<file path="config.mk">
export PLATFORM = sky130hd
export DESIGN_NAME = demux2_stream_flat
export DESIGN_NICKNAME = d
export VERILOG_FILES = /design/src/rtl/demux2_stream_if.sv /design/src/rtl/demux2_stream.sv /design/src/flat_wrapper.sv
export SDC_FILE = /design/constraint.sdc
export NUM_CORES = 1
export LEC_CHECK = 0
export CAP_MARGIN = 20
export CORE_AREA = 2 2 39 41
export CTS_CLUSTER_DIAMETER = 120
export CTS_CLUSTER_SIZE = 14
export DETAILED_ROUTE_END_ITERATION = 10
export DIE_AREA = 0 0 41 43
export SLEW_MARGIN = 20
export SYNTH_ARGS = -nofsm -noshare
export SYNTH_HDL_FRONTEND = slang
export SYNTH_SLANG_ARGS = --single-unit
</file>
<file path="constraint.sdc">
create_clock -name clk -period 1.5 [get_ports clk]
set_input_delay 0.3 -clock clk [delete_from_list [all_inputs] [get_ports clk]]
set_output_delay 0.3 -clock clk [all_outputs]
set_load 0.005 [all_outputs]
</file>
<file path="src/rtl/demux2_stream_if.sv">
// Bundle of the demux2_stream signals: one interleaved input stream, two output
// channels (x = slot 0, y = slot 1) and the sync error pulse.
interface demux2_stream_if #(
  parameter int WIDTH = 2
);
  logic [WIDTH-1:0] d;
  logic             d_valid;
  logic             d_sync;
  logic             d_ready;
  logic [WIDTH-1:0] x;
  logic             x_valid;
  logic             x_ready;
  logic [WIDTH-1:0] y;
  logic             y_valid;
  logic             y_ready;
  logic             sync_err;

  modport slave (
    input  d, d_valid, d_sync, x_ready, y_ready,
    output d_ready, x, x_valid, y, y_valid, sync_err
  );

  modport master (
    output d, d_valid, d_sync, x_ready, y_ready,
    input  d_ready, x, x_valid, y, y_valid, sync_err
  );
endinterface

</file>
<file path="src/rtl/demux2_stream.sv">
// Two-channel stream demultiplexer: alternate input beats are steered into two
// registered output channels, with a sync marker that forces a beat into slot 0.
module demux2_stream #(
  parameter int WIDTH = 2
) (
  input  logic            clk,
  input  logic            rst_n,
  demux2_stream_if.slave  strm_io
);

  typedef enum logic {
    SLOT0 = 1'b0,
    SLOT1 = 1'b1
  } slot_e;

  slot_e      ptr_q, ptr_d;
  slot_e      tgt;
  logic       sync_err_q, sync_err_d;
  logic       accept;
  logic [1:0] ch_load;
  logic [1:0] ch_ready;
  logic [1:0] ch_valid;
  logic [1:0] ch_free;
  logic       d_ready_w;

  assign ch_ready = {strm_io.y_ready, strm_io.x_ready};
  // A channel can take a beat when empty or when its current beat drains this edge.
  assign ch_free  = ~ch_valid | ch_ready;

  always_comb begin
    tgt        = ptr_q;
    d_ready_w  = 1'b0;
    accept     = 1'b0;
    ch_load    = 2'b00;
    ptr_d      = ptr_q;
    sync_err_d = 1'b0;

    if (strm_io.d_valid && strm_io.d_sync) begin
      tgt = SLOT0;
    end
    d_ready_w = (tgt == SLOT0) ? ch_free[0] : ch_free[1];
    accept    = strm_io.d_valid && d_ready_w;

    if (accept) begin
      ch_load    = (tgt == SLOT0) ? 2'b01 : 2'b10;
      ptr_d      = (tgt == SLOT0) ? SLOT1 : SLOT0;
      sync_err_d = strm_io.d_sync && (ptr_q == SLOT1);
    end
  end

  always_ff @(posedge clk or negedge rst_n) begin
    if (!rst_n) begin
      ptr_q      <= SLOT0;
      sync_err_q <= 1'b0;
    end else begin
      ptr_q      <= ptr_d;
      sync_err_q <= sync_err_d;
    end
  end

  genvar gi;
  generate
    for (gi = 0; gi < 2; gi++) begin : ch_g
      logic [WIDTH-1:0] data_q;
      logic             valid_q;

      always_ff @(posedge clk or negedge rst_n) begin
        if (!rst_n) begin
          data_q  <= '0;
          valid_q <= 1'b0;
        end else if (ch_load[gi]) begin
          data_q  <= strm_io.d;
          valid_q <= 1'b1;
        end else if (valid_q && ch_ready[gi]) begin
          valid_q <= 1'b0;
        end
      end
    end
  endgenerate

  assign ch_valid = {ch_g[1].valid_q, ch_g[0].valid_q};

  assign strm_io.d_ready  = d_ready_w;
  assign strm_io.x        = ch_g[0].data_q;
  assign strm_io.x_valid  = ch_g[0].valid_q;
  assign strm_io.y        = ch_g[1].data_q;
  assign strm_io.y_valid  = ch_g[1].valid_q;
  assign strm_io.sync_err = sync_err_q;

endmodule
</file>
<file path="src/flat_wrapper.sv">
// flat-port wrapper written by rule: the top's interface ports become plain ports
module demux2_stream_flat 
#(
  parameter int WIDTH = 2
)
  (clk, rst_n, strm_io_d, strm_io_d_valid, strm_io_d_sync, strm_io_x_ready, strm_io_y_ready, strm_io_d_ready, strm_io_x, strm_io_x_valid, strm_io_y, strm_io_y_valid, strm_io_sync_err);
  demux2_stream_if #(.WIDTH(WIDTH)) strm_io_i ();
  input  logic clk;
  input  logic rst_n;
  input wire logic [$bits(strm_io_i.d)-1:0] strm_io_d;
  input wire logic [$bits(strm_io_i.d_valid)-1:0] strm_io_d_valid;
  input wire logic [$bits(strm_io_i.d_sync)-1:0] strm_io_d_sync;
  input wire logic [$bits(strm_io_i.x_ready)-1:0] strm_io_x_ready;
  input wire logic [$bits(strm_io_i.y_ready)-1:0] strm_io_y_ready;
  output wire logic [$bits(strm_io_i.d_ready)-1:0] strm_io_d_ready;
  output wire logic [$bits(strm_io_i.x)-1:0] strm_io_x;
  output wire logic [$bits(strm_io_i.x_valid)-1:0] strm_io_x_valid;
  output wire logic [$bits(strm_io_i.y)-1:0] strm_io_y;
  output wire logic [$bits(strm_io_i.y_valid)-1:0] strm_io_y_valid;
  output wire logic [$bits(strm_io_i.sync_err)-1:0] strm_io_sync_err;
  assign strm_io_i.d = strm_io_d;
  assign strm_io_i.d_valid = strm_io_d_valid;
  assign strm_io_i.d_sync = strm_io_d_sync;
  assign strm_io_i.x_ready = strm_io_x_ready;
  assign strm_io_i.y_ready = strm_io_y_ready;
  assign strm_io_d_ready = strm_io_i.d_ready;
  assign strm_io_x = strm_io_i.x;
  assign strm_io_x_valid = strm_io_i.x_valid;
  assign strm_io_y = strm_io_i.y;
  assign strm_io_y_valid = strm_io_i.y_valid;
  assign strm_io_sync_err = strm_io_i.sync_err;
  demux2_stream #(.WIDTH(WIDTH)) u_core (.clk(clk), .rst_n(rst_n), .strm_io(strm_io_i));
endmodule
</file>
== After elaboration in Yosys (flattened, before gate mapping) ==
Cells that the tools add are included.
W data, S select, Z words.
Operators by class
  reductions and logical operators: 7
  bitwise operators: 2
  multiplexer cells: 10
Operators by type and width (number)
  $mux W1: 8
  $logic_and A1 B1 Y1: 5
  $mux W2: 2
  $reduce_bool A2 Y1: 2
  $not A2 Y2: 1
  $or A2 B2 Y2: 1
Storage, ports and cells
  bits of input ports: 8
  flip-flop bits (word level): 8
  word-level logic and storage cells: 25
  output and inout port bits: 8

== Depth between registers and ports, before layout ==
  depth in word-level cells: 6
  mapped depth: 3
  gate-level depth less buffers: 3

== Worst setup path before layout ==
No wires, ideal clock.
  path kind: register -> register
  from: register u_core.ch_g[1].valid_q (netlist: u_core.strm_io.y_valid)
  to: register u_core.ch_g[1].data_q[0] (netlist: u_core.strm_io.y[0])
  path buffers: 0
  data required time: 1.375 ns
  period minus slack after synthesis: 1.202 ns
  setup time: 0.125 ns
  arrival: 1.077 ns
  setup slack: 0.298 ns
  stages on the path, launching flop included: 4
  path through: dfrtp_1 > nor2b_2 > nor3_4 > mux2_2
Between the ends
  word-level cells in the longest chain between the ends: 5
RTL lines
  from (decl): line demux2_stream.sv:65  | logic valid_q;
  from (signal assigned): line demux2_stream.sv:70  | valid_q <= 1'b0;
  from (signal assigned): line demux2_stream.sv:73  | valid_q <= 1'b1;
  from (signal assigned): line demux2_stream.sv:75  | valid_q <= 1'b0;
  $not A2 Y2: line demux2_stream.sv:28  | assign ch_free = ~ch_valid | ch_ready;
  $or A2 B2 Y2: line demux2_stream.sv:28
  $mux W1: line demux2_stream.sv:41  | d_ready_w = (tgt == SLOT0) ? ch_free[0] : ch_free[1];
  $logic_and A1 B1 Y1: line demux2_stream.sv:42  | accept = strm_io.d_valid && d_ready_w;
  $mux W2: line demux2_stream.sv:44  | if (accept) begin
  to (signal assigned): line demux2_stream.sv:72  | data_q <= strm_io.d;
  to (decl): line demux2_stream.sv:64  | logic [WIDTH-1:0] data_q;
No other way between the ends.
A chain may end at the register's enable or synchronous reset.

== Worst setup path in the final report ==
  from: register u_core.ch_g[0].valid_q (netlist: u_core.strm_io.x_valid)
  to: output strm_io_x_valid
RTL lines
  from (decl): line demux2_stream.sv:65
  from (signal assigned): line demux2_stream.sv:70
  from (signal assigned): line demux2_stream.sv:73
  from (signal assigned): line demux2_stream.sv:75
  to (decl): line flat_wrapper.sv:17  | output wire logic [$bits(strm_io_i.x_valid)-1:0] strm_io_x_valid;
No word-level cell between the ends.

==> qor.yml <==
irDropWorstVdd_uv: 484.3
die_height_um: 43
wl_um: 714
tritoncts: "built"
hold_class: "primary input to async pin"
grt_pass1_wl_um: 1214
cp-start-kind: "flop"
placedCellCount: 63
syn_area_per_cell_um2: 13.14
dr_total_vias: 287
status: "completed"
p_per_area_mw_per_mm2: 1124
dieArea_mm2: 0.001763
fin_util: 0.4331
power_leakage_nw: 0.2803
maxCapViolCount: 0
initialDrtViolationCount: 0
timing.rr.end: "u_core.strm_io.y[0]"
diodes: 0
grtUsageTotal: 0.1064
yosys.area.top_type_share: 0.5861
regArea_um2: 200.2
std_cell_rows: 14
r2r_cells: 4
drive_above_1_share: 0.4118
wl_per_cell_um: 10.66
grt_setup_unrepaired: "false"
synthArstFlopShare: 1.000
num-fill-cells: 143
clock_sinks: 8
grtUsageMet2: 0.1438
reg2reg_setup_slack_ns: 0.15
yosys-top-cells-area: "dfrtp_1 (59%), mux2_1 (6.6%), mux2_2 (6.6%)"
die_w_um: 41
fin_cells: 67
setup_viol: 0
cp_slowest_stage_delay_ns: 0.51
synth_edf_count: 0
met3_usage: 0.04712
yosysUniqueCellTypes: 14
path_delay_family: "buffers and inverters"
clkTransAtPathRegs_ns: 0.05
clk_path_buf_depth: 2
maxSlewViolCount: 0
num_io_pins: 16
drc: 0
place_area_um2: 556.8
netlist_instances: 26
period_minus_slack_ns: 1.440
tightest_slew_ns: 0.3746
first_pass_iters: 1
io_buffer_count: 15
crit_arrival_ns: 1.14
grt_max_degree: 9
htreeDepth: 1
final_nets: 61
start_util: 0.2468
synth-seq-cells: 8
core_mm2: 0.001384
antenna_found_initial: 0
netlist_area_um2: 341.6
cts_made_buffers: 3
synth_top_area_cell: "dfrtp_1"
clock_skew_ns: 0.002306
area_delta_synth_final_pct: 75.46
path_max_fanout: 2
crit_buf_inv: 1
grt_pass1_vias: 291
fmax_ghz: 0.6946
via_per_inst: 4.284
cp-end-kind: "output port"
routabilityCongestion: 0.6249
final_antenna_net_count: 0
ys_seq_area_frac: 0.5861
path_cells: "clkdlybuf4s50_1"
multi_input_area_um2: 155.1
synth-main-ff-cell: "dfrtp_1"
cts_root_buffer: "clkbuf_4"
path_class: "flop to output port"
syn_nets: 34
grt_overflow: 0
worst_skew_pair.late_latency_ns: 0.25
maxSlewHeadroom: 0.7495
use_met1: 0.1358
grt_busiest_layer: "met2"
dp_hpwl_um: 548
final_area_um2: 599.3
cp.required_ns: 1.20
r2r_start: "u_core.strm_io.y_valid"
hold_viol: 0
cpMaxStageDelayCell: "clkdlybuf4s50_1"
min_period_over_period: 0.9598
yosys_warnings: 0
==> layout make-up <==
type | instances | area share
tap | 16 | 0.03340
clock buffer | 3 | 0.03758
sequential | 8 | 0.3340
timing repair buffer | 22 | 0.3361
multi-input combinational | 18 | 0.2589
==> per-layer routing <==
metal / up-vias / share of wire / wire, µm
met3: 0 / 0.12 / 88
met1: 128 / 0.45 / 321
met4: 0 / 0 / 0
li1: 143 / - / -
met5: - / 0 / 0
met2: 16 / 0.43 / 304
==> kinds of logic after synthesis <==
| group | Yosys count | synth area share |
|---|---|---|
| compound gates | 3 | 0.04763 |
| flops | 8 | 0.5861 |
| simple gates | 11 | 0.2345 |
| mux | 4 | 0.1319 |
==> how the worst max path moves through the flow <==
stage,from,endpoint,slack (ns),cells after the start
2_1_floorplan,u_core.strm_io.y_valid,u_core.strm_io.y[0],0.30,3
6_report,u_core.strm_io.x_valid,strm_io_x_valid,0.06,1
5_1_grt,u_core.strm_io.x_valid,strm_io_x_valid,0.002,1
4_1_cts,strm_io_x_ready,strm_io_d_ready,0.02,5
3_3_place_gp,strm_io_x_ready,strm_io_d_ready,-0.37,5
3_5_place_dp,strm_io_x_ready,strm_io_d_ready,-0.39,5
==> sequential cells by signal, summed over array words and instances, names as in the netlist <==
register	count
u_core.strm_io.y	2
u_core.strm_io.y_valid	1
u_core.strm_io.x	2
u_core.strm_io.x_valid	1
u_core.ptr_q	1
u_core.strm_io.sync_err	1
==> stage by stage <==
step / power (mW) / setup TNS, ns / setup slack, ns / hold WS (ns)
2_1_floorplan: 0.3604 / 0 / 0.2985 / 0.004409
3_3_place_gp: 0.5119 / -1.011 / -0.3710 / 0.4809
3_5_place_dp: 0.5117 / -1.030 / -0.3891 / 0.4839
4_1_cts: 0.6810 / 0 / 0.01515 / 0.3443
5_1_grt: 0.7242 / 0 / 0.001703 / 0.3627
6_report: 0.6739 / 0 / 0.06036 / 0.3334
==> synthesized netlist by cell type, types with 2 or more instances <==
library cell / count
dfrtp_1: 8
nand2_1: 3
mux2_1: 2
a21oi_1: 2
mux2_2: 2
==> power breakdown <==
group          switching (mW)  internal [mW]  leakage [nW]  total [mW]
combinational          0.0705          0.152         0.171       0.222
clock                  0.0704         0.0914        0.0138       0.162
sequential             0.0270          0.263        0.0958       0.290
total                   0.168          0.506         0.280       0.674
==> cells in the final DEF (no fill, tap or decap), drive strengths merged, types with 2 or more instances in the layout <==
master,count
nand2,3
clkbuf,3
mux2,4
clkdlybuf4s50,11
a21oi,2
dfrtp,8
buf,8
dlymetal6s2s,2
==> repair_timing <==
item | CTS | global route
hold buffers | 0 | 0
setup endpoints to repair | 1 | 1
setup buffers | 0 | 1
pin swaps | 1 | 1
resized for setup | 6 | 4
Power figures use the tool's default switching activity.
==> edit: new RTL, same settings <==
`WIDTH` is set to 2 in 3 places; all go to 4.
--- a/src/rtl/demux2_stream_if.sv
+++ b/src/rtl/demux2_stream_if.sv
@@ -1,7 +1,7 @@
 // Bundle of the demux2_stream signals: one interleaved input stream, two output
 // channels (x = slot 0, y = slot 1) and the sync error pulse.
 interface demux2_stream_if #(
-  parameter int WIDTH = 2
+  parameter int WIDTH = 4
 );
   logic [WIDTH-1:0] d;
   logic             d_valid;
--- a/src/rtl/demux2_stream.sv
+++ b/src/rtl/demux2_stream.sv
@@ -1,7 +1,7 @@
 // Two-channel stream demultiplexer: alternate input beats are steered into two
 // registered output channels, with a sync marker that forces a beat into slot 0.
 module demux2_stream #(
-  parameter int WIDTH = 2
+  parameter int WIDTH = 4
 ) (
   input  logic            clk,
   input  logic            rst_n,
--- a/src/flat_wrapper.sv
+++ b/src/flat_wrapper.sv
@@ -1,7 +1,7 @@
 // flat-port wrapper written by rule: the top's interface ports become plain ports
 module demux2_stream_flat 
 #(
-  parameter int WIDTH = 2
+  parameter int WIDTH = 4
 )
   (clk, rst_n, strm_io_d, strm_io_d_valid, strm_io_d_sync, strm_io_x_ready, strm_io_y_ready, strm_io_d_ready, strm_io_x, strm_io_x_valid, strm_io_y, strm_io_y_valid, strm_io_sync_err);
   demux2_stream_if #(.WIDTH(WIDTH)) strm_io_i ();
Ports: changed (resized strm_io_d, strm_io_x and strm_io_y); port bits go from 16 to 22. No check against the original RTL was run, so the function may have changed too.
==> edit against the unedited design <==
Wire length increased by 47%; worst hold slack improved by 0.038 ns; total power grew 52%; sequential cell count increased by 4; non-clock buffer count rose by 4; design area is 35% higher; synthesized cell count is 31% higher; synthesized area grew 42%; setup slack gained 0.0026 ns; largest cell class is now sequential cells.
==> edit: results (changes against the unedited design) <==
[finish]
num-nets-final=75  ; was 61
nFillCells=122  ; was 143
final_cells=80  ; was 67
postLayoutCellArea_um2=807.0  ; was 599.3 um2

[critical_path]
rr_worst_depth=5  ; was 4
endpoint=strm_io_x[0]  ; was strm_io_x_valid

[power]
p_int_w=0.0007802  ; was 0.0005059 W
p_clk_w=0.000244  ; was 0.000162 W
p_leak_nw=0.3743  ; was 0.2803 nW
p_comb_share_pct=32.6  ; was 33.0%

[global_routing]
grt_max_degree=13  ; was 9
grt_use_total_pct=14.72  ; was 10.64%
gr-usage-met2_pct=24.06  ; was 14.37%
use_met1_pct=16.72  ; was 13.58%
grt_pass1_wl_um=1711  ; was 1214 um

[detailed_routing]
wl_um=1052  ; was 714 um
first_iter_violations=1  ; was 0
first_pass_iters=2  ; was 1
num_vias=380  ; was 287
wl_met2_um=584  ; was 304 um
route.met3.wl_um=61  ; was 88 um

[sta]
hold-worst-slack_ns=0.3715  ; was 0.3334 ns
setup_ws_ns=0.06300  ; was 0.06036 ns

[placement]
routabilityCongestion=0.6335  ; was 0.6249
placed_area_um2=744.5  ; was 556.8 um2
post-dp-hpwl_um=808.9  ; was 548 um

[run_status]
outcome=finished clean  ; unchanged

[synth]
mappedNetlistNets=44  ; was 34
syn_avg_cell_area_um2=14.24  ; was 13.14 um2
synth.area.top_cells=dfrtp_1 62%, mux2_2 19%, nor3_4 3.4%, nand2b_1 2.6%, nand2_1 2.3%  ; was dfrtp_1 59%, mux2_1 6.6%, mux2_2 6.6%, nor3_4 4.8%, nand2_1 3.3%

[clock_tree]
clk_transition_reported_paths_ns=0.07  ; was 0.05 ns

## edit: cell types whose count changed after synthesis, sizes merged
cell / delta
or2b: -1
dfrtp: +4
mux2: +4
nand2b: +1
## edit: worst reg2reg max path, cell delays in order, from the launching register on
cell	delay [ns]
dfrtp_1	0.37
nor2b_2	0.16
buf_4	0.14
nor3_4	0.11
buf_6	0.15
mux2_2	0.33
## edit: cell families (layout without fill, tap and decap cells)
group / count (synthesis) / count (layout) / share of synthesized area (%)
DFF: 12 / 12 / 62.02
and+or+nand+nor: 11 / 11 / 16.02
muxes: 8 / 8 / 18.61
AOI/OAI and AO/OA: 3 / 3 / 3.360
buffers and inverters: 0 / 30 / 0
## edit: timing repair
item / CTS / global route
setup endpoints to repair: 1 / 5
gates resized for setup: 7 / 6
gates cloned: 0 / 0
pin swaps: 2 / 1
setup buffers: 0 / 1
## edit: layout make-up
type	count	area share, %
flip-flops and latches	12	37.21
well taps	16	2.481
clock buffers	4	4.496
repair buffers	26	30.85
multi-input cells	22	24.96
